## src/rtl/spi_cmd_pkg.sv

```systemverilog
// rtl/spi_cmd_pkg.sv - shared constants and types for the SPI register command decoder
//
// Purpose: command and status codes, FSM state type, frame field positions
// and small helper functions used by spi_cmd_regs.
// Ports: none (package).
// Build option: CMD_PARITY_EN (consumed by spi_cmd_regs, not by this package).

package spi_cmd_pkg;

  // Command codes (frame bits [31:24], or [30:24] when the parity bit is in use)
  localparam logic [7:0] CMD_NOP   = 8'h00;
  localparam logic [7:0] CMD_WRITE = 8'h01;
  localparam logic [7:0] CMD_READ  = 8'h02;

  // Response status codes (response bits [31:24])
  localparam logic [7:0] ST_OK    = 8'h00;
  localparam logic [7:0] ST_ILL   = 8'h01;
  localparam logic [7:0] ST_RANGE = 8'h02;
  localparam logic [7:0] ST_PAR   = 8'h03;

  // Frame field positions
  localparam int CMD_MSB  = 31;
  localparam int CMD_LSB  = 24;
  localparam int ADDR_MSB = 23;
  localparam int ADDR_LSB = 16;
  localparam int DATA_MSB = 15;
  localparam int DATA_LSB = 0;
  localparam int PAR_BIT  = 31;

  // Both saturating counters stop here
  localparam logic [7:0] CNT_MAX = 8'hFF;

  typedef enum logic [1:0] {
    IDLE   = 2'd0,
    DECODE = 2'd1,
    EXEC   = 2'd2,
    RESP   = 2'd3
  } state_t;

  function automatic logic cmd_legal(input logic [7:0] cmd);
    return (cmd == CMD_NOP) || (cmd == CMD_WRITE) || (cmd == CMD_READ);
  endfunction

  function automatic logic cmd_uses_addr(input logic [7:0] cmd);
    return (cmd == CMD_WRITE) || (cmd == CMD_READ);
  endfunction

endpackage

```

## src/rtl/sync_edge.sv

```systemverilog
// rtl/sync_edge.sv - two-flop synchronizer followed by a rising-edge pulse generator
//
// Purpose: brings an asynchronous level into the clk domain and emits a
// single-cycle pulse for every rising edge seen at the synchronizer output.
// Ports:
//   clk      in  1  destination clock
//   reset    in  1  synchronous, active-high; clears all three flops
//   async_in in  1  asynchronous level input
//   level    out 1  synchronized level
//   rise     out 1  one-cycle pulse on a synchronized 0->1 transition

module sync_edge (
  input  logic clk,
  input  logic reset,
  input  logic async_in,
  output logic level,
  output logic rise
);

  logic meta;
  logic sync;
  logic sync_d;

  always_ff @(posedge clk) begin
    if (reset) begin
      meta   <= 1'b0;
      sync   <= 1'b0;
      sync_d <= 1'b0;
    end else begin
      meta   <= async_in;
      sync   <= meta;
      sync_d <= sync;
    end
  end

  // sync and sync_d both clear together, so the first cycle after reset
  // cannot produce a pulse; a still-high input shows up as a genuine edge
  // only after it has walked through the synchronizer.
  assign level = sync;
  assign rise  = sync & ~sync_d;

endmodule

```

## src/rtl/spi_cmd_regs.sv

```systemverilog
// rtl/spi_cmd_regs.sv - decodes completed SPI frames into register commands and builds the reply word
//
// Purpose: each rising edge of frame_valid (after synchronization) captures
// frame_word, runs it through IDLE -> DECODE -> EXEC -> RESP, updates the
// control register bank and publishes the response for the next SPI frame.
// Build option: CMD_PARITY_EN - frame bit 31 is an even-parity bit, cmd
// shrinks to [30:24], bad parity answers ST_PAR, and the response carries
// its own even-parity bit in bit 31.
// Ports:
//   clk          in  1                 system clock
//   reset        in  1                 synchronous, active-high
//   frame_word   in  32                last received SPI frame
//   frame_valid  in  1                 SPI data_ready, asynchronous to clk
//   resp_word    out 32                reply shifted out on the next frame
//   resp_valid   out 1                 one-cycle pulse when resp_word updates
//   regs_flat    out NUM_REGS*REG_W    register bank, reg[i] at [i*REG_W +: REG_W]
//   err_cnt      out 8                 rejected frames, saturating
//   ovr_cnt      out 8                 frames dropped while busy, saturating

module spi_cmd_regs
  import spi_cmd_pkg::*;
#(
  parameter int NUM_REGS  = 8,
  parameter int REG_W     = 16,
  parameter int RESET_VAL = 0
) (
  input  logic                      clk,
  input  logic                      reset,
  input  logic [31:0]               frame_word,
  input  logic                      frame_valid,
  output logic [31:0]               resp_word,
  output logic                      resp_valid,
  output logic [NUM_REGS*REG_W-1:0] regs_flat,
  output logic [7:0]                err_cnt,
  output logic [7:0]                ovr_cnt
);

  localparam int         AW         = (NUM_REGS > 1) ? $clog2(NUM_REGS) : 1;
  localparam logic [8:0] NUM_REGS_L = 9'(NUM_REGS);

  // ---------------------------------------------------------------------
  // frame_valid synchronization
  // ---------------------------------------------------------------------
  logic frame_level;
  logic frame_rise;

  sync_edge u_sync_edge (
    .clk      (clk),
    .reset    (reset),
    .async_in (frame_valid),
    .level    (frame_level),
    .rise     (frame_rise)
  );

  // ---------------------------------------------------------------------
  // FSM
  // ---------------------------------------------------------------------
  state_t state;
  state_t state_next;
  logic   accept;
  logic   drop;

  always_ff @(posedge clk) begin
    if (reset) begin
      state <= IDLE;
    end else begin
      state <= state_next;
    end
  end

  always_comb begin
    state_next = state;
    accept     = 1'b0;
    drop       = 1'b0;
    case (state)
      IDLE: begin
        if (frame_rise) begin
          accept     = 1'b1;
          state_next = DECODE;
        end
      end
      DECODE: state_next = EXEC;
      EXEC:   state_next = RESP;
      RESP:   state_next = IDLE;
      default: state_next = IDLE;
    endcase
    // Any edge arriving while a command is in flight is discarded; the
    // capture latch keeps the frame being processed.
    if (frame_rise && (state != IDLE)) begin
      drop = 1'b1;
    end
  end

  // ---------------------------------------------------------------------
  // Captured frame fields
  // ---------------------------------------------------------------------
  logic [31:0]      frame_q;
  logic [7:0]       cmd;
  logic [7:0]       addr;
  logic [REG_W-1:0] wr_data;
  logic [AW-1:0]    idx;
  logic             par_ok;
  logic             addr_ok;

`ifdef CMD_PARITY_EN
  assign cmd    = {1'b0, frame_q[CMD_MSB-1:CMD_LSB]};
  assign par_ok = ~(^frame_q);
`else
  assign cmd    = frame_q[CMD_MSB:CMD_LSB];
  assign par_ok = 1'b1;
`endif

  assign addr    = frame_q[ADDR_MSB:ADDR_LSB];
  assign wr_data = frame_q[DATA_LSB+REG_W-1:DATA_LSB];
  assign idx     = addr[AW-1:0];
  assign addr_ok = ({1'b0, addr} < NUM_REGS_L);

  // ---------------------------------------------------------------------
  // Status decode (parity first, then cmd, then address range)
  // ---------------------------------------------------------------------
  logic [7:0] status_next;
  logic [7:0] status_q;

  always_comb begin
    status_next = ST_OK;
    if (!par_ok) begin
      status_next = ST_PAR;
    end else if (!cmd_legal(cmd)) begin
      status_next = ST_ILL;
    end else if (cmd_uses_addr(cmd) && !addr_ok) begin
      status_next = ST_RANGE;
    end
  end

  // ---------------------------------------------------------------------
  // Register bank and response
  // ---------------------------------------------------------------------
  logic [REG_W-1:0] regs [NUM_REGS];
  logic             do_write;
  logic [15:0]      data_field;
  logic [31:0]      resp_base;
  logic [31:0]      resp_next;

  assign do_write = (state == EXEC) && (status_q == ST_OK) && (cmd == CMD_WRITE);

  // The response is built in EXEC, in parallel with the register write, so
  // a WRITE reports the incoming data (the post-write value) directly.
  always_comb begin
    data_field = 16'h0000;
    if (status_q == ST_OK) begin
      if (cmd == CMD_WRITE) begin
        data_field = 16'(wr_data);
      end else if (cmd == CMD_READ) begin
        data_field = 16'(regs[idx]);
      end
    end
    resp_base = {status_q, addr, data_field};
    resp_next = resp_base;
`ifdef CMD_PARITY_EN
    // Status codes never use bit 31, so it is free to carry the parity.
    resp_next[PAR_BIT] = ^resp_base[PAR_BIT-1:0];
`endif
  end

  always_ff @(posedge clk) begin
    if (reset) begin
      frame_q    <= '0;
      status_q   <= ST_OK;
      resp_word  <= '0;
      resp_valid <= 1'b0;
      err_cnt    <= '0;
      ovr_cnt    <= '0;
      for (int i = 0; i < NUM_REGS; i++) begin
        regs[i] <= REG_W'(RESET_VAL);
      end
    end else begin
      resp_valid <= 1'b0;

      if (accept) begin
        frame_q <= frame_word;
      end

      if (drop && (ovr_cnt != CNT_MAX)) begin
        ovr_cnt <= ovr_cnt + 8'd1;
      end

      if (state == DECODE) begin
        status_q <= status_next;
      end

      // Loading at the EXEC->RESP boundary makes resp_valid high during RESP.
      if (state == EXEC) begin
        resp_word  <= resp_next;
        resp_valid <= 1'b1;
        if ((status_q != ST_OK) && (err_cnt != CNT_MAX)) begin
          err_cnt <= err_cnt + 8'd1;
        end
      end

      if (do_write) begin
        regs[idx] <= wr_data;
      end
    end
  end

  for (genvar g = 0; g < NUM_REGS; g++) begin : g_flat
    assign regs_flat[g*REG_W +: REG_W] = regs[g];
  end

  // The synchronized level itself is not needed here; only its edge is.
  logic unused_level;
  assign unused_level = frame_level;

endmodule

```

## config.mk

```make
export PLATFORM = sky130hd
export DESIGN_NAME = spi_cmd_regs
export DESIGN_NICKNAME = d
export VERILOG_FILES = /design/src/rtl/spi_cmd_pkg.sv /design/src/rtl/sync_edge.sv /design/src/rtl/spi_cmd_regs.sv
export SDC_FILE = /design/constraint.sdc
export NUM_CORES = 1
export LEC_CHECK = 0
export CAP_MARGIN = 20
export CORE_MARGIN = 2
export CORE_UTILIZATION = 35
export DETAILED_ROUTE_END_ITERATION = 8
export SYNTH_ARGS = -nofsm -noshare
export SYNTH_HDL_FRONTEND = slang
export SYNTH_SLANG_ARGS = --single-unit
```

## constraint.sdc

```tcl
create_clock -name clk -period 2.5 [get_ports clk]
set_input_delay 0.375 -clock clk [delete_from_list [all_inputs] [get_ports clk]]
set_output_delay 0.375 -clock clk [all_outputs]
set_load 0.02 [all_outputs]
```

==> results of run 1 <==
[per-layer routing]
| metal | wire (um) | vias up | global-route usage |
|---|---|---|---|
| li1 | - | 2977 | - |
| met1 | 11300 | 3008 | 0.247 |
| met2 | 12100 | 256 | 0.300 |
| met3 | 1820 | 37 | 0.0460 |
| met4 | 629 | 2 | 0.0473 |
| met5 | 16 | - | 0 |
[Yosys cell counts (all sizes together), types with 2 or more instances]
| master | n | area [um2] |
|---|---|---|
| nand3 | 6 | 30.0 |
| ha | 5 | 62.6 |
| o21ai | 24 | 124 |
| nor2 | 33 | 184 |
| edfxtp | 128 | 3840 |
| clkbuf | 19 | 72.6 |
| nor2b | 4 | 25.0 |
| inv | 5 | 18.8 |
| nand4 | 4 | 40.0 |
| o211ai | 3 | 22.5 |
| nand2 | 69 | 259 |
| or4 | 4 | 30.0 |
| nand4b | 2 | 38.8 |
| or3 | 5 | 31.3 |
| and2 | 130 | 813 |
| buf | 26 | 205 |
| mux2i | 30 | 300 |
| a22oi | 16 | 120 |
| xor2 | 6 | 52.6 |
| a21oi | 41 | 205 |
| dfxtp | 85 | 1700 |
| or2 | 8 | 50.1 |
| nand3b | 2 | 15.0 |
| mux4 | 32 | 721 |
| and3 | 2 | 12.5 |
| o31ai | 3 | 22.5 |
| nor3b | 2 | 20.0 |
| and4 | 3 | 26.3 |
[where the power goes]
part / internal (W) / switching, W
Sequential: 0.00385 / 0.000164
Combinational: 0.000421 / 0.000517
Clock: 0.00197 / 0.00141
[area by class of cell]
type	count	area [um2]
Timing Repair Buffer	231	2270
Clock inverter	13	109
Clock buffer	31	657
Multi-Input combinational cell	450	3340
Fill cell	2294	13600
Inverter	5	18.8
Tap cell	335	419
Sequential cell	213	5550
[worst paths after layout]
path / to / cells after the start / slack [ps] / startpoint
setup reg to reg: regs[3][10] / 7 / 350 / state[0]
hold reg to reg: u_sync_edge.level / 1 / 450 / u_sync_edge.meta
hold / removal: frame_q[15] / 3 / 410 / frame_word[15]
setup / recovery: regs[3][10] / 7 / 350 / state[0]
[cells by family (layout without fill, tap and decap cells)]
group / Yosys count / in the layout / synth area share
fa+ha+maj: 5 / 5 / 0.00683
compound gates: 91 / 91 / 0.0578
xor+xnor: 6 / 6 / 0.00574
simple gates: 280 / 280 / 0.180
flops: 213 / 213 / 0.605
mux: 62 / 62 / 0.111
buf+inv: 50 / 280 / 0.0324
other cells: 1 / 6 / 0.000409
[through the flow]
step / instances / util / cell area [um2] / total power, W / worst slack, ps
after floorplan: 713 / - / 9180 / 0.00459 / 260
after global placement: 1234 / 0.447 / 11600 / 0.00502 / 392
after detailed placement: 1234 / 0.447 / 11600 / 0.00504 / 359
after CTS: 1278 / 0.477 / 12400 / 0.00841 / 346
after global routing: 1278 / 0.477 / 12400 / 0.00862 / 211
final: 1278 / 0.477 / 12400 / 0.00833 / 354
[worst max-delay path, stage by stage, from the launching register on]
cell and delay (ps):
dfxtp_1 330, inv_1 90, ha_1 170, nor4b_4 490
nand4_4 240, nor2_4 170, or2_1 100, buf_4 240
[registers in the layout (all words and copies together), names as in the netlist, 2 cells and up, named ones only]
name,cells
frame_q,32
state,2
regs,128
status_q,2
err_cnt,8
ovr_cnt,8
resp_word,26
==> results.txt, run 1 <==
GR Overflow Total - 0
YS warnings - 0
Buffers on Ports - 205
Peak Freq - 466 MHz
total CTS buffers - 24
number of nets still failing antenna checks after routing - 0
ys flop type - edfxtp_1
#FFs+latches synth - 213
Final GP Congestion - 0.774
Seq/Total Area, Yosys - 0.605
status - finished, final reports clean
Clock Sink Count - 213
std cell rows - 59
number of synthesized flops with an enable pin - 128
Initial Util - 0.354
RSZ-0062 raised after global routing - no
most common cell after layout, fill and taps aside - clkdlybuf4s50_1
Cells after Synth - 708
most frequent cells in the layout - clkdlybuf4s50_1 (204), and2_1 (130), edfxtp_1 (128)
Min Clock Period, post-route - 2150 ps
WP data arrival - 2350 ps
Tcrit/Tclk final - 0.858
Post-Syn Area - 9160 um2
Max Fanout on Critical Path - 16
clk_lat worst skew - 520 ps
Power Dens Cells - 674 nW/um2
MaxCap Viol Count - 0
Worst Path Required - 2700 ps
Hold WS - 405 ps
WS Path Type - flop to flop
Total Die Area - 27500 um2
Final TNS setup - 0 ps
Total Routing Usage GR - 0.184
# DRC - 0
CTS tree - done
Slew Viols, Final - 0
actual slew at the worst max-slew pin - 809 ps
Worst setup SP type - flop
ys async rst share - 0
WL/cell - 20.3 um
hpwl dp - 18600 um
fin nets - 965
Total Wirelength - 25900 um
synthesis-to-finish area growth - 34.9%
# diodes - 0
routed vias - 6280
Iter 0 DRT Violations - 391
largest net degree at the start of global routing - 76
post-cts hold buffer count - 0
first-pass GRT wire length - 39100 um
# IOs - 212
Reg clk slew, reported paths - 60 ps
share of cells above drive strength 1 - 0.121
Avg Inst Size Synth - 12.9 um2
clock skew - 17.0 ps
die height - 166 um
H-tree levels - 1
worst hold path class - input port to flop
die width - 166 um
maximum vdd drop - 0.433 mV
TritonRoute pass-1 iters - 5
Setup-failing EPs final - 0
core area - 25900 um2
DR vias/cell - 4.91
vias in the first global route - 6223
clock root buffer master - clkbuf_16
post-synth cell types - 49
Setup Buffers After CTS - 0
initial antenna violation count - 1
Final Hold Fails - 0
kind of end point of the critical path - flop
Clock Tree Buf Depth - 3
Leakage - 4.28 nW
relative slew slack - 0.461
post_cts resized - 0
No activity file was read; power rests on OpenSTA's default activity.
==> run 2, diff against run 1 <==
--- a/config.mk
+++ b/config.mk
@@ -8,6 +8,7 @@
 export CAP_MARGIN = 20
 export CORE_MARGIN = 2
 export CORE_UTILIZATION = 35
+export CTS_CLUSTER_DIAMETER = 100
 export DETAILED_ROUTE_END_ITERATION = 8
 export SYNTH_ARGS = -nofsm -noshare
 export SYNTH_HDL_FRONTEND = slang
==> results of run 2 <==
Same layout as run 1: the final DEF is identical, and so are final timing and power.
==> run 3, diff against run 2 <==
--- a/config.mk
+++ b/config.mk
@@ -6,6 +6,7 @@
 export NUM_CORES = 1
 export LEC_CHECK = 0
 export CAP_MARGIN = 20
+export CORE_ASPECT_RATIO = 0.6
 export CORE_MARGIN = 2
 export CORE_UTILIZATION = 35
 export CTS_CLUSTER_DIAMETER = 100
==> run 3 against run 2 <==
  * Clock-buffer cell count up 6
  * Clock skew grew 1.0 ps
  * Sequential power barely moved
  * Clock power fell by 2%
  * Worst hold slack gained 6.5 ps
  * Fmax decreased by 7.0%
  * Largest power group unchanged
  * Critical path type unchanged
==> results.txt, run 3 (synthesis results as in run 1) <==
status - finished, final reports clean
Final GP Congestion - 0.792 (+2.3%)
first-pass GRT wire length - 39300 um (+0.42%)
WP data arrival - 2520 ps (+170 ps)
hpwl dp - 19700 um (+6.1%)
Worst setup SP type - flop
register name with the most flops - regs
max FFs per register - 128 (unchanged)
share of cells above drive strength 1 - 0.120 (-0.000806)
Total Die Area - 27500 um2 (+0.16%)
number of nets still failing antenna checks after routing - 0 (unchanged)
H-tree levels - 1 (unchanged)
Min Clock Period, post-route - 2310 ps (+161 ps)
Clock Sink Count - 213 (unchanged)
WS Path Type - flop to flop
Peak Freq - 434 MHz (-7.0%)
top flop regs - regs (128), frame_q (32), resp_word (26)
Max Fanout on Critical Path - 11 (-5)
most common cell after layout, fill and taps aside - clkdlybuf4s50_1
post-cts hold buffer count - 0 (unchanged)
WL/cell - 20.7 um (+2.1%)
Iter 0 DRT Violations - 618 (+58%)
Slew Viols, Final - 0 (unchanged)
fin cells - 1294 (+1.3%)
clock root buffer master - clkbuf_16
# DRC - 0 (unchanged)
initial antenna violation count - 0 (-1)
kind of end point of the critical path - flop
total CTS buffers - 22 (-8.3%)
routed vias - 6304 (+0.38%)
# IOs - 212 (unchanged)
fin nets - 965 (unchanged)
relative slew slack - 0.491 (+0.0298)
most frequent cells in the layout - clkdlybuf4s50_1 (204), and2_1 (130), edfxtp_1 (128)
Filler cells - 2292 (-0.087%)
largest net degree at the start of global routing - 76 (unchanged)
Final TNS setup - 0 ps (unchanged)
Power Dens Cells - 668 nW/um2 (-0.83%)
post_cts resized - 0 (unchanged)
Worst Path Required - 2710 ps (about the same)
Total Routing Usage GR - 0.193 (+0.00860)
Tcrit/Tclk final - 0.923 (+0.0643)
synthesis-to-finish area growth - 34.8% (about the same)
Reg clk slew, reported paths - 70 ps (about the same)
actual slew at the worst max-slew pin - 764 ps (-44.7 ps)
clk_lat worst skew - 510 ps (about the same)
Buffers on Ports - 205 (unchanged)
clock skew - 18.0 ps (+1.03 ps)
core area - 25500 um2 (-1.6%)
Total Wirelength - 26800 um (+3.4%)
TritonRoute pass-1 iters - 5 (unchanged)
GR Overflow Total - 0 (unchanged)
die height - 129 um (-22%)
DR vias/cell - 4.87 (-0.86%)
maximum vdd drop - 0.391 mV (-9.6%)
Leakage - 4.28 nW (about the same)
CTS tree - done
std cell rows - 45 (-24%)
Clock Tree Buf Depth - 3 (unchanged)
RSZ-0062 raised after global routing - no
Initial Util - 0.359 (+0.00562)
worst hold path class - input port to flop
Cells after DPL - 1253 (+1.5%)
Setup Buffers After CTS - 0 (unchanged)
Final Hold Fails - 0 (unchanged)
vias in the first global route - 5986 (-3.8%)
die width - 213 um (+28%)
MaxCap Viol Count - 0 (unchanged)
Setup-failing EPs final - 0 (unchanged)
==> run 3: final cells by class <==
class,count,area (um2),area share
flip-flops and latches,213,5550,0.449
multi-input cells,450,3340,0.270
repair buffers,233,2270,0.184
clock buffers,37,713,0.0578
well taps,352,440,0.0357
clock inverters,3,18.8,0.00152
inverters,5,18.8,0.00152
diodes,1,2.50,0.000203
==> run 3: power by group <==
group	switching, W	total (W)	internal (W)
Clock	0.00135	0.00330	0.00195
Sequential	0.000160	0.00401	0.00385
Combinational	0.000527	0.000946	0.000419
==> run 3: worst paths after layout <==
check,from,endpoint,slack (ps),depth (start not counted)
hold / removal,frame_word[30],frame_q[30],410,3
setup reg to reg,state[0],regs[4][4],190,7
hold reg to reg,u_sync_edge.meta,u_sync_edge.level,450,1
setup / recovery,state[0],regs[4][4],190,7
==> run 3: metal layers <==
| metal | GRT usage | share of wire | vias up |
|---|---|---|---|
| met5 | 0 | 0 | - |
| met3 | 0.0431 | 0.068 | 26 |
| met2 | 0.260 | 0.40 | 225 |
| met4 | 0.0378 | 0.018 | 0 |
| met1 | 0.310 | 0.52 | 3086 |
| li1 | - | - | 2967 |
==> run 3: critical path, cell delays in order (launching register included) <==
cell      delay [ps]
dfxtp_1          330
inv_1             80
ha_1             180
nor4b_4          440
nand4b_4         260
nor2_4           180
or2_1            340
buf_12           190
==> run 3: metrics by stage <==
step	util	instance area (um2)	total power (W)	setup WS, ps	hold slack [ps]
6_report	0.484	12300	0.00825	194	412
5_1_grt	0.484	12300	0.00854	114	429
4_1_cts	0.484	12300	0.00831	201	409
3_5_place_dp	0.455	11600	0.00503	205	434
3_3_place_gp	0.455	11600	0.00503	330	430
2_1_floorplan	-	9180	0.00459	260	414
